<file path="src/rtl/usb_tx_pkg.sv">
`default_nettype none
// +----------------------------------------------------------------------+
// | usb_tx_pkg                                                           |
// | Shared types and line constants for the USB full-speed transmitter.  |
// | Revision: 1.0                                                        |
// +----------------------------------------------------------------------+
package usb_tx_pkg;

  typedef enum logic [2:0] {
    IDLE    = 3'd0,
    SYNC    = 3'd1,
    DATA    = 3'd2,
    EOP_SE0 = 3'd3,
    EOP_J   = 3'd4
  } tx_state_e;

  localparam logic [7:0] SYNC_BYTE    = 8'h80;
  localparam int         EOP_SE0_BITS = 2;

  // Line states as {d_plus, d_minus}
  localparam logic [1:0] LINE_J   = 2'b10;
  localparam logic [1:0] LINE_K   = 2'b01;
  localparam logic [1:0] LINE_SE0 = 2'b00;

  function automatic logic [1:0] nrzi_next(input logic [1:0] line, input logic bit_val);
    return bit_val ? line : ((line == LINE_J) ? LINE_K : LINE_J);
  endfunction

endpackage
`default_nettype wire

</file>
<file path="src/rtl/usb_tx_bit_timer.sv">
`default_nettype none
// +----------------------------------------------------------------------+
// | usb_tx_bit_timer                                                     |
// | Bit-period counter producing a one-clock tick every CLKS_PER_BIT.    |
// | Revision: 1.0                                                        |
// +----------------------------------------------------------------------+
module usb_tx_bit_timer #(
  parameter int CLKS_PER_BIT = 8
) (
  input  logic clk,
  input  logic n_rst,
  input  logic en,
  input  logic clr,
  output logic bit_tick
);

  localparam int                 c_CNT_W   = $clog2(CLKS_PER_BIT);
  localparam logic [c_CNT_W-1:0] c_CNT_MAX = c_CNT_W'(CLKS_PER_BIT - 1);

  logic [c_CNT_W-1:0] r_cnt;

  assign bit_tick = en & (r_cnt == c_CNT_MAX);

  always_ff @(posedge clk or negedge n_rst) begin
    if (!n_rst) begin
      r_cnt <= '0;
    end else if (clr) begin
      r_cnt <= '0;
    end else if (en) begin
      r_cnt <= bit_tick ? '0 : r_cnt + c_CNT_W'(1);
    end
  end

endmodule
`default_nettype wire

</file>
<file path="src/rtl/usb_tx_serializer.sv">
`default_nettype none
// +----------------------------------------------------------------------+
// | usb_tx_serializer                                                    |
// | Byte-to-line USB FS transmitter: SYNC, bit stuffing, NRZI and EOP.   |
// | Revision: 1.0                                                        |
// +----------------------------------------------------------------------+
module usb_tx_serializer
  import usb_tx_pkg::*;
#(
  parameter int CLKS_PER_BIT = 8,
  parameter int STUFF_LIMIT  = 6
) (
  input  logic       clk,
  input  logic       n_rst,
  input  logic       tx_valid,
  input  logic [7:0] tx_data,
  input  logic       tx_last,
  output logic       tx_ready,
  output logic       tx_busy,
  output logic       tx_error,
  output logic       d_plus,
  output logic       d_minus
);

  localparam logic [2:0] c_STUFF_MAX = 3'(STUFF_LIMIT);
  localparam logic [1:0] c_SE0_LAST  = 2'(EOP_SE0_BITS - 1);

  tx_state_e  r_state;
  logic [7:0] r_hold;
  logic       r_hold_full;
  logic       r_hold_last;
  logic [7:0] r_shift;
  logic [2:0] r_bits_left;
  logic       r_cur_last;
  logic [2:0] r_ones;
  logic [1:0] r_eop_cnt;
  logic       r_last_acc;
  logic [1:0] r_line;
  logic       r_error;

  logic w_tick;
  logic w_accept;
  logic w_start;

  function automatic logic [2:0] ones_next(input logic [2:0] ones, input logic bit_val);
    if (!bit_val) return 3'd0;
    return (ones == c_STUFF_MAX) ? ones : ones + 3'd1;
  endfunction

  assign tx_ready = ~r_hold_full & ~r_last_acc & (r_state inside {IDLE, SYNC, DATA});
  assign tx_busy  = (r_state != IDLE);
  assign tx_error = r_error;
  assign d_plus   = r_line[1];
  assign d_minus  = r_line[0];

  assign w_accept = tx_valid & tx_ready;
  // A byte left in holding by an accept racing an underrun starts the next packet.
  assign w_start  = (r_state == IDLE) & (w_accept | r_hold_full);

  usb_tx_bit_timer #(
    .CLKS_PER_BIT(CLKS_PER_BIT)
  ) u_bit_timer (
    .clk      (clk),
    .n_rst    (n_rst),
    .en       (r_state != IDLE),
    .clr      (w_start),
    .bit_tick (w_tick)
  );

  always_ff @(posedge clk or negedge n_rst) begin
    if (!n_rst) begin
      r_state     <= IDLE;
      r_hold      <= '0;
      r_hold_full <= 1'b0;
      r_hold_last <= 1'b0;
      r_shift     <= '0;
      r_bits_left <= '0;
      r_cur_last  <= 1'b0;
      r_ones      <= '0;
      r_eop_cnt   <= '0;
      r_last_acc  <= 1'b0;
      r_line      <= LINE_J;
      r_error     <= 1'b0;
    end else begin
      r_error <= 1'b0;
      if (w_accept) begin
        r_hold      <= tx_data;
        r_hold_full <= 1'b1;
        r_hold_last <= tx_last;
        if (tx_last) r_last_acc <= 1'b1;
      end
      case (r_state)
        IDLE: begin
          if (w_start) begin
            r_state     <= SYNC;
            r_line      <= nrzi_next(r_line, SYNC_BYTE[0]);
            r_ones      <= ones_next(3'd0, SYNC_BYTE[0]);
            r_shift     <= SYNC_BYTE >> 1;
            r_bits_left <= 3'd7;
            r_cur_last  <= 1'b0;
          end
        end
        SYNC, DATA: begin
          if (w_tick) begin
            if (r_ones == c_STUFF_MAX) begin
              r_line <= nrzi_next(r_line, 1'b0);
              r_ones <= 3'd0;
            end else if (r_bits_left != 3'd0) begin
              r_line      <= nrzi_next(r_line, r_shift[0]);
              r_ones      <= ones_next(r_ones, r_shift[0]);
              r_shift     <= r_shift >> 1;
              r_bits_left <= r_bits_left - 3'd1;
            end else if (r_cur_last) begin
              r_state   <= EOP_SE0;
              r_line    <= LINE_SE0;
              r_eop_cnt <= '0;
            end else if (r_hold_full) begin
              r_state     <= DATA;
              r_line      <= nrzi_next(r_line, r_hold[0]);
              r_ones      <= ones_next(r_ones, r_hold[0]);
              r_shift     <= r_hold >> 1;
              r_bits_left <= 3'd7;
              r_cur_last  <= r_hold_last;
              r_hold_full <= 1'b0;
            end else begin
              r_error   <= 1'b1;
              r_state   <= EOP_SE0;
              r_line    <= LINE_SE0;
              r_eop_cnt <= '0;
            end
          end
        end
        EOP_SE0: begin
          if (w_tick) begin
            if (r_eop_cnt == c_SE0_LAST) begin
              r_state <= EOP_J;
              r_line  <= LINE_J;
            end else begin
              r_eop_cnt <= r_eop_cnt + 2'd1;
            end
          end
        end
        EOP_J: begin
          if (w_tick) begin
            r_state    <= IDLE;
            r_ones     <= 3'd0;
            r_last_acc <= r_hold_full & r_hold_last;
          end
        end
        default: r_state <= IDLE;
      endcase
    end
  end

endmodule
`default_nettype wire
</file>
<file path="config.mk">
export PLATFORM = sky130hd
export DESIGN_NAME = usb_tx_serializer
export DESIGN_NICKNAME = d
export VERILOG_FILES = /design/src/rtl/usb_tx_pkg.sv /design/src/rtl/usb_tx_bit_timer.sv /design/src/rtl/usb_tx_serializer.sv
export SDC_FILE = /design/constraint.sdc
export NUM_CORES = 1
export LEC_CHECK = 0
export CAP_MARGIN = 30
export CORE_MARGIN = 2
export CORE_UTILIZATION = 45
export DETAILED_ROUTE_END_ITERATION = 8
export PLACE_DENSITY = 0.63
export SKIP_CTS_REPAIR_TIMING = 1
export SLEW_MARGIN = 10
export SYNTH_ARGS = -nofsm -noshare
export SYNTH_HDL_FRONTEND = slang
export SYNTH_SLANG_ARGS = --single-unit
</file>
<file path="constraint.sdc">
create_clock -name clk -period 2 [get_ports clk]
set_input_delay 0.2 -clock clk [delete_from_list [all_inputs] [get_ports clk]]
set_output_delay 0.2 -clock clk [all_outputs]
set_load 0.02 [all_outputs]
</file>
# Word level (Yosys, flattened, before mapping)
# Index checks and enable logic that the tools add are counted.
# Widths: inputs -> output; s select.
[totals]
ff_bits = 37
inputBits = 12
output_inout_bits = 5
elab_cells = 159
[op_classes]
n_addsub = 4
n_eq_ne = 23
mux = 94
n_bitwise = 9
reduce_logical = 16
[ops]
columns = ["operator", "n"]
rows = [
  ["$mux 3", 26],
  ["$mux 8", 6],
  ["$mux 1", 37],
  ["$mux 2", 18],
  ["$reduce_and 7->1", 3],
  ["$pmux 8 s2", 1],
  ["$reduce_bool 3->1", 5],
  ["$ne 4x4->1 const B", 3],
  ["$pmux 3 s4", 1],
  ["$reduce_and 6->1", 2],
  ["$eq 3x3->1 const B", 3],
  ["$ne 3x3->1 const B", 3],
  ["$pmux 3 s3", 1],
  ["$ne 2x1->1 const B", 4],
  ["$ne 2x2->1 const B", 4],
  ["$add 3x1->3 const B", 2],
  ["$and 1x1->1", 6],
  ["$eq 3x2->1 const B", 2],
  ["$ne 6x6->1 const B", 1],
  ["$pmux 2 s3", 1],
  ["$pmux 3 s2", 1],
  ["$reduce_bool 2->1", 3],
  ["$reduce_and 5->1", 1],
  ["$pmux 2 s2", 1],
  ["other kinds (10)", 11],
]

# Longest topological paths before layout
[depth]
word_depth = 14
mapped_depth = 8
mapped_depth_nobuf = 7

# Cells and area by module
# A second synthesis with hierarchy kept.
[unflattened]
cells_unflattened = 225
hier_area_um2 = 2117.0
[modules_own_cells]
columns = ["mod", "instances", "cells_each", "area_each_um2"]
rows = [
  ["usb_tx_serializer", 1, 212, 1963.1],
  ["usb_tx_bit_timer", 1, 13, 153.9],
]

# Least setup slack after synthesis
# OpenSTA, ideal clock, no wires.
[synth_path]
path_kind = "register to register"
from = "register u_bit_timer.r_cnt[0]"
to = "register r_state[0]"
t_arrival_ps = 1675
setup_slack_ps = 198
stages_incl_launch_ff = 8
path_buffers = 1
synth_period_minus_slack_ps = 1802
path_cell_list = "dfrtp_1 -> ha_1 -> ha_1 -> clkbuf_8 -> a311oi_2 -> a2111o_1 -> mux2i_1 -> o31ai_1"
[synth_between]
elab_chain_len = 4
elab_cells_between_ends = 6
classes_between = "eq/ne: 4; bitwise: 1; reduce/logical: 1"
[synth_lines]
columns = ["element", "line", "text"]
rows = [
  ["start, declared", "usb_tx_bit_timer.sv:20", "logic [c_CNT_W-1:0] r_cnt;"],
  ["start signal, assigned", "usb_tx_bit_timer.sv:30", "r_cnt <= bit_tick ? '0 : r_cnt + c_CNT_W'(1);"],
  ["$eq 3x3->1 (*)", "usb_tx_bit_timer.sv:22", "assign bit_tick = en & (r_cnt == c_CNT_MAX);"],
  ["$and 1x1->1 (*)", "usb_tx_bit_timer.sv:22", ""],
  ["$ne 2x1->1 (no source line)", "--", ""],
  ["$reduce_and 7->1 (no source line) (*)", "--", ""],
  ["end signal, assigned", "usb_tx_serializer.sv:72", "r_state <= IDLE;"],
  ["end signal, assigned", "usb_tx_serializer.sv:95", "r_state <= SYNC;"],
  ["end signal, assigned", "usb_tx_serializer.sv:114", "r_state <= EOP_SE0;"],
  ["end, declared", "usb_tx_serializer.sv:28", "tx_state_e r_state;"],
]
# Mark *: on every way between the ends. The rest lies on a longest branch, timed or not.
# A chain may end at the register's enable or synchronous reset.

# Final worst setup path
[layout_path]
from = "register u_bit_timer.r_cnt[0]"
to = "register r_ones[1]"
[layout_between]
elab_chain_len = 4
elab_cells_between_ends = 5
classes_between = "eq/ne: 3; bitwise: 1; reduce/logical: 1"
[layout_lines]
columns = ["element", "line", "text"]
rows = [
  ["$eq 3x3->1 (*)", "usb_tx_bit_timer.sv:22", ""],
  ["$and 1x1->1 (*)", "usb_tx_bit_timer.sv:22", ""],
  ["$ne 2x1->1 (no source line)", "--", ""],
  ["$reduce_and 6->1 (no source line) (*)", "--", ""],
  ["end signal, assigned", "usb_tx_serializer.sv:97", "r_ones <= ones_next(3'd0, SYNC_BYTE[0]);"],
  ["end signal, assigned", "usb_tx_serializer.sv:110", "r_ones <= ones_next(r_ones, r_shift[0]);"],
  ["end signal, assigned", "usb_tx_serializer.sv:120", "r_ones <= ones_next(r_ones, r_hold[0]);"],
  ["end, declared", "usb_tx_serializer.sv:35", "logic [2:0] r_ones;"],
]
# Marks and branches as above.

==> results summary <==
The worst clock skew came out at 0.00325 ns. The number of global-route vias before repair is 1,592. Of the total synthesized cell area, the portion taken by full adders, half adders and majority gates is 0.0408. The final-report max-slew violation count is 0. The share of total power dissipated in the clock network is 0.200. The switching power as a share of total power came out at 0.360.

The startpoint identified for the worst register-to-register timing path is u_bit_timer.r_cnt[0]$_DFFE_PN0N_. The mapped netlist covers 2150 µm². The die height is 73.1 µm. The pre-CTS setup slack is 0.0179 ns. The placed instance area is 2460 µm². The area taken by multi-input logic gates came out at 1110 µm². Tracing the worst setup path back leads to its startpoint at u_bit_timer.r_cnt[0]$_DFFE_PN0N_.

The clock period minus final worst setup slack came out at 1.88 ns. The post-route cell area came out at 2580 µm². Of the total synthesized cell area, the portion taken by AND, OR, NAND and NOR gates is 0.175. The critical path arrival is 2.06 ns. The post-synthesis sequential area ratio came out at 0.420. The number of antenna violations at the first check in global routing came out at 0. The instance count of the mapped netlist is 202. The commonest non-fill, non-tap cell in the layout is dfrtp_1. The fraction of the mapped netlist area in compound gates is 0.163. The starting density of the core came out at 0.461. Dividing the final minimum period by the clock period gives 0.941. The initial detailed-routing violation count is 68. The worst register-to-register path has a setup slack of 0.12 ns. The detailed-route vias per instance came out at 5.55. Setup repair after global routing left no endpoint under its margin. The final-layout fill cell count is 419. The final layout contains routed wiring with a total length of 4400 µm. The per-cell routed wire length came out at 15.2 µm. The overall fraction of global-route tracks in use came out at 0.187.

In the layout the commonest cells are dfrtp_1 (35), nand2_1 (27), buf_4 (19), a21oi_1 (14), mux2_2 (14). The diode insertion count for antenna repair is 0. The residual DRC count is 0.

The endpoint required time on the critical path is 2.18 ns. At the pin with the least slew margin, the transition time is 0.782 ns. After the flow finishes, the layout carries non-filler instances totaling 290. The top fanout value on the critical path is 9.

Detailed placement ended at an HPWL of 3180 µm. The final count of negative-setup-slack endpoints is 0. The critical setup path kind is reg -> reg. The I/O pin count came out at 17. The number of placed instances, taps included is 282. The pre-antenna-repair detailed-routing pass consisted of 4 iterations. The category of the worst setup path capture point is a flop. The H-tree was split into 2 levels. The largest net degree at the start of global routing is 37. Summed over all nets, the switching power comes to 1140 µW.

The net count of the mapped netlist came out at 221. The synthesized netlist contains 58 unique library cells. The overflow left after global routing came out at 0.

Power spread over the standard cell area amounts to 1230 nW/µm². The count of buffers inserted at the top-level ports came out at 16. Detailed routing inserted a total of 1,609 vias. The final number of hold-violating endpoints came out at 35.

The sequential fraction of design power came out at 0.305. Yosys mapped a number of flops with a built-in enable equal to 0. The number of nets in the finished design came out at 254. Setup slack on the critical path of the routed design comes to 0.118 ns. For this run, the leading register cell type out of synthesis is dfrtp_1. Based on the critical path, the design can be clocked at up to 531 MHz. The global placement routability congestion is 0.891.

Measured along the x axis, the die boundary spans 73.1 µm. The post-detailed-route count of antenna-violating nets is 0. The combinational group share of total power is 0.495. The mux contribution to synthesized area is 0.114. The proportion of synthesized flip-flops having asynchronous set or reset came out at 1.00. A synthesized cell averages 10.6 µm². The xor/xnor cell area share of the yosys netlist is 0.0169.

The flow ran to the end, but the final reports show violations. The yosys synthesis warning count is 0. The fraction of layout instances using a drive strength above 1 came out at 0.284. The worst-case hold slack is -0.0124 ns.

After synthesis, the largest family of logic cells by area is simple AND/OR/NAND/NOR gates. The insertion delay to the later sink of the worst-skew pair is 0.29 ns. The worst voltage drop across the vdd grid is 0.707 mV. The internal power is 2030 µW.

In this run the worst hold path is classified as in -> async. The region available for standard cell placement spans 4660 µm². The cell leakage power came out at 0.00116 µW. The number of buffers created by CTS came out at 5. The clock net sink count came out at 36.

The tree is rooted in a clkbuf_8. Across the run, the number of max-cap violations was 0. The clock-pin slew reported for the worst setup and hold paths after clock tree synthesis came out at 0.07 ns.

The floorplan step defined a die boundary enclosing 5340 µm². The worst register-to-register path ends at r_ones[1]$_DFFE_PN0P_. STA classifies the critical path startpoint as a flop. The number of synthesized register bits is 36. The area growth from synthesis to layout is 20.2%. The clock tree buffer depth came out at 2. The checks that failed: hold timing.

The floorplan has 25 rows. The worst reg-to-reg path cell count came out at 7. TritonCTS built the clock tree. In the final layout, flip-flops and latches occupy 902 µm².

The first global-routing pass estimated 7610 µm of wire. The max-slew headroom at the worst pin is 0.479.
synth_stat cells, types with 2 or more instances:
library cell  number  area [µm²]
nand2_1           27         101
o21ai_0            7        35.0
a31oi_1            4        25.0
nand4_1            2        12.5
nor3_4             2        32.5
ha_1               7        87.6
o21a_1             2        15.0
nor2_1             6        22.5
clkbuf_1           2        7.51
o22ai_1            3        18.8
nor2_2             2        12.5
mux2i_1            2        20.0
buf_6              5        56.3
nor2b_1            2        12.5
o2111a_1           2        22.5
a21oi_1           14        70.1
buf_2              2        10.0
dfrtp_1           35         876
o31ai_1            2        15.0
clkbuf_8           3        41.3
o31a_1             2        17.5
nor3_1             5        25.0
inv_1              9        33.8
nor4_1             2        12.5
mux2_2            14         158
mux2_1             6        67.6
nand3_1            2        10.0
layer usage:
metal	track usage	share of wire	vias to the layer above
met4	0.0638	0.013	0
li1	-	-	792
met5	0	0	-
met1	0.272	0.49	781
met3	0.0428	0.031	5
met2	0.273	0.47	31
final cells by class:
| class | instances | share of cell area |
|---|---|---|
| Inverter | 9 | 0.0131 |
| Tap cell | 54 | 0.0262 |
| Clock inverter | 2 | 0.0136 |
| Sequential cell | 36 | 0.350 |
| Clock buffer | 6 | 0.0281 |
| Timing Repair Buffer | 38 | 0.141 |
| Multi-Input combinational cell | 145 | 0.429 |
registers in the layout (all words and copies together), names as in the netlist:
signal	count
r_shift	7
r_last_acc	1
r_bits_left	3
tx_error	1
r_hold_full	1
u_bit_timer.r_cnt	3
r_hold	8
r_eop_cnt	2
r_hold_last	1
r_cur_last	1
r_ones	3
r_line	2
r_state	3
power groups by stage:
stage	combinational [µW]	sequential [µW]	clock, µW
2_1_floorplan	1090	982	0
3_3_place_gp	1550	975	0
3_5_place_dp	1560	985	0
4_1_cts	1570	970	651
5_1_grt	1720	990	680
6_report	1570	968	633
cell families (layout without fill, tap and decap cells):
logic type	after synthesis	in the layout
AOI/OAI and AO/OA	49	49
muxes	22	22
adders and majority gates	7	7
buffers and inverters	21	55
xor gates and xnor gates	2	2
and+or+nand+nor	65	65
DFF	36	36
through the flow:
step                       util  power (µW)  setup TNS (ns)  hold slack, ns
after floorplan               -        2070               0         -0.0956
after global placement    0.527        2520               0           0.333
after detailed placement  0.527        2550               0           0.333
after CTS                 0.550        3190          -0.103          0.0203
after global routing      0.554        3390               0          0.0668
final                     0.554        3170               0         -0.0124
worst max path at each step:
stage | slack [ns] | end
global route | 0.002 | r_state[0]$_DFFE_PN0P_
floorplan | 0.20 | r_state[0]$_DFFE_PN0P_
CTS | -0.10 | tx_ready
global placement | 0.04 | r_ones[1]$_DFFE_PN0P_
finish | 0.12 | r_ones[1]$_DFFE_PN0P_
detailed placement | 0.02 | r_ones[0]$_DFFE_PN0P_
worst max-delay path, stage by stage (launching register included):
cell      delay [ns]
dfrtp_1         0.40
ha_1            0.21
ha_2            0.24
inv_1           0.13
a31oi_1         0.05
o2111a_1        0.29
nor2_4          0.11
mux2_2          0.33
No activity file was read; power rests on OpenSTA's default activity.
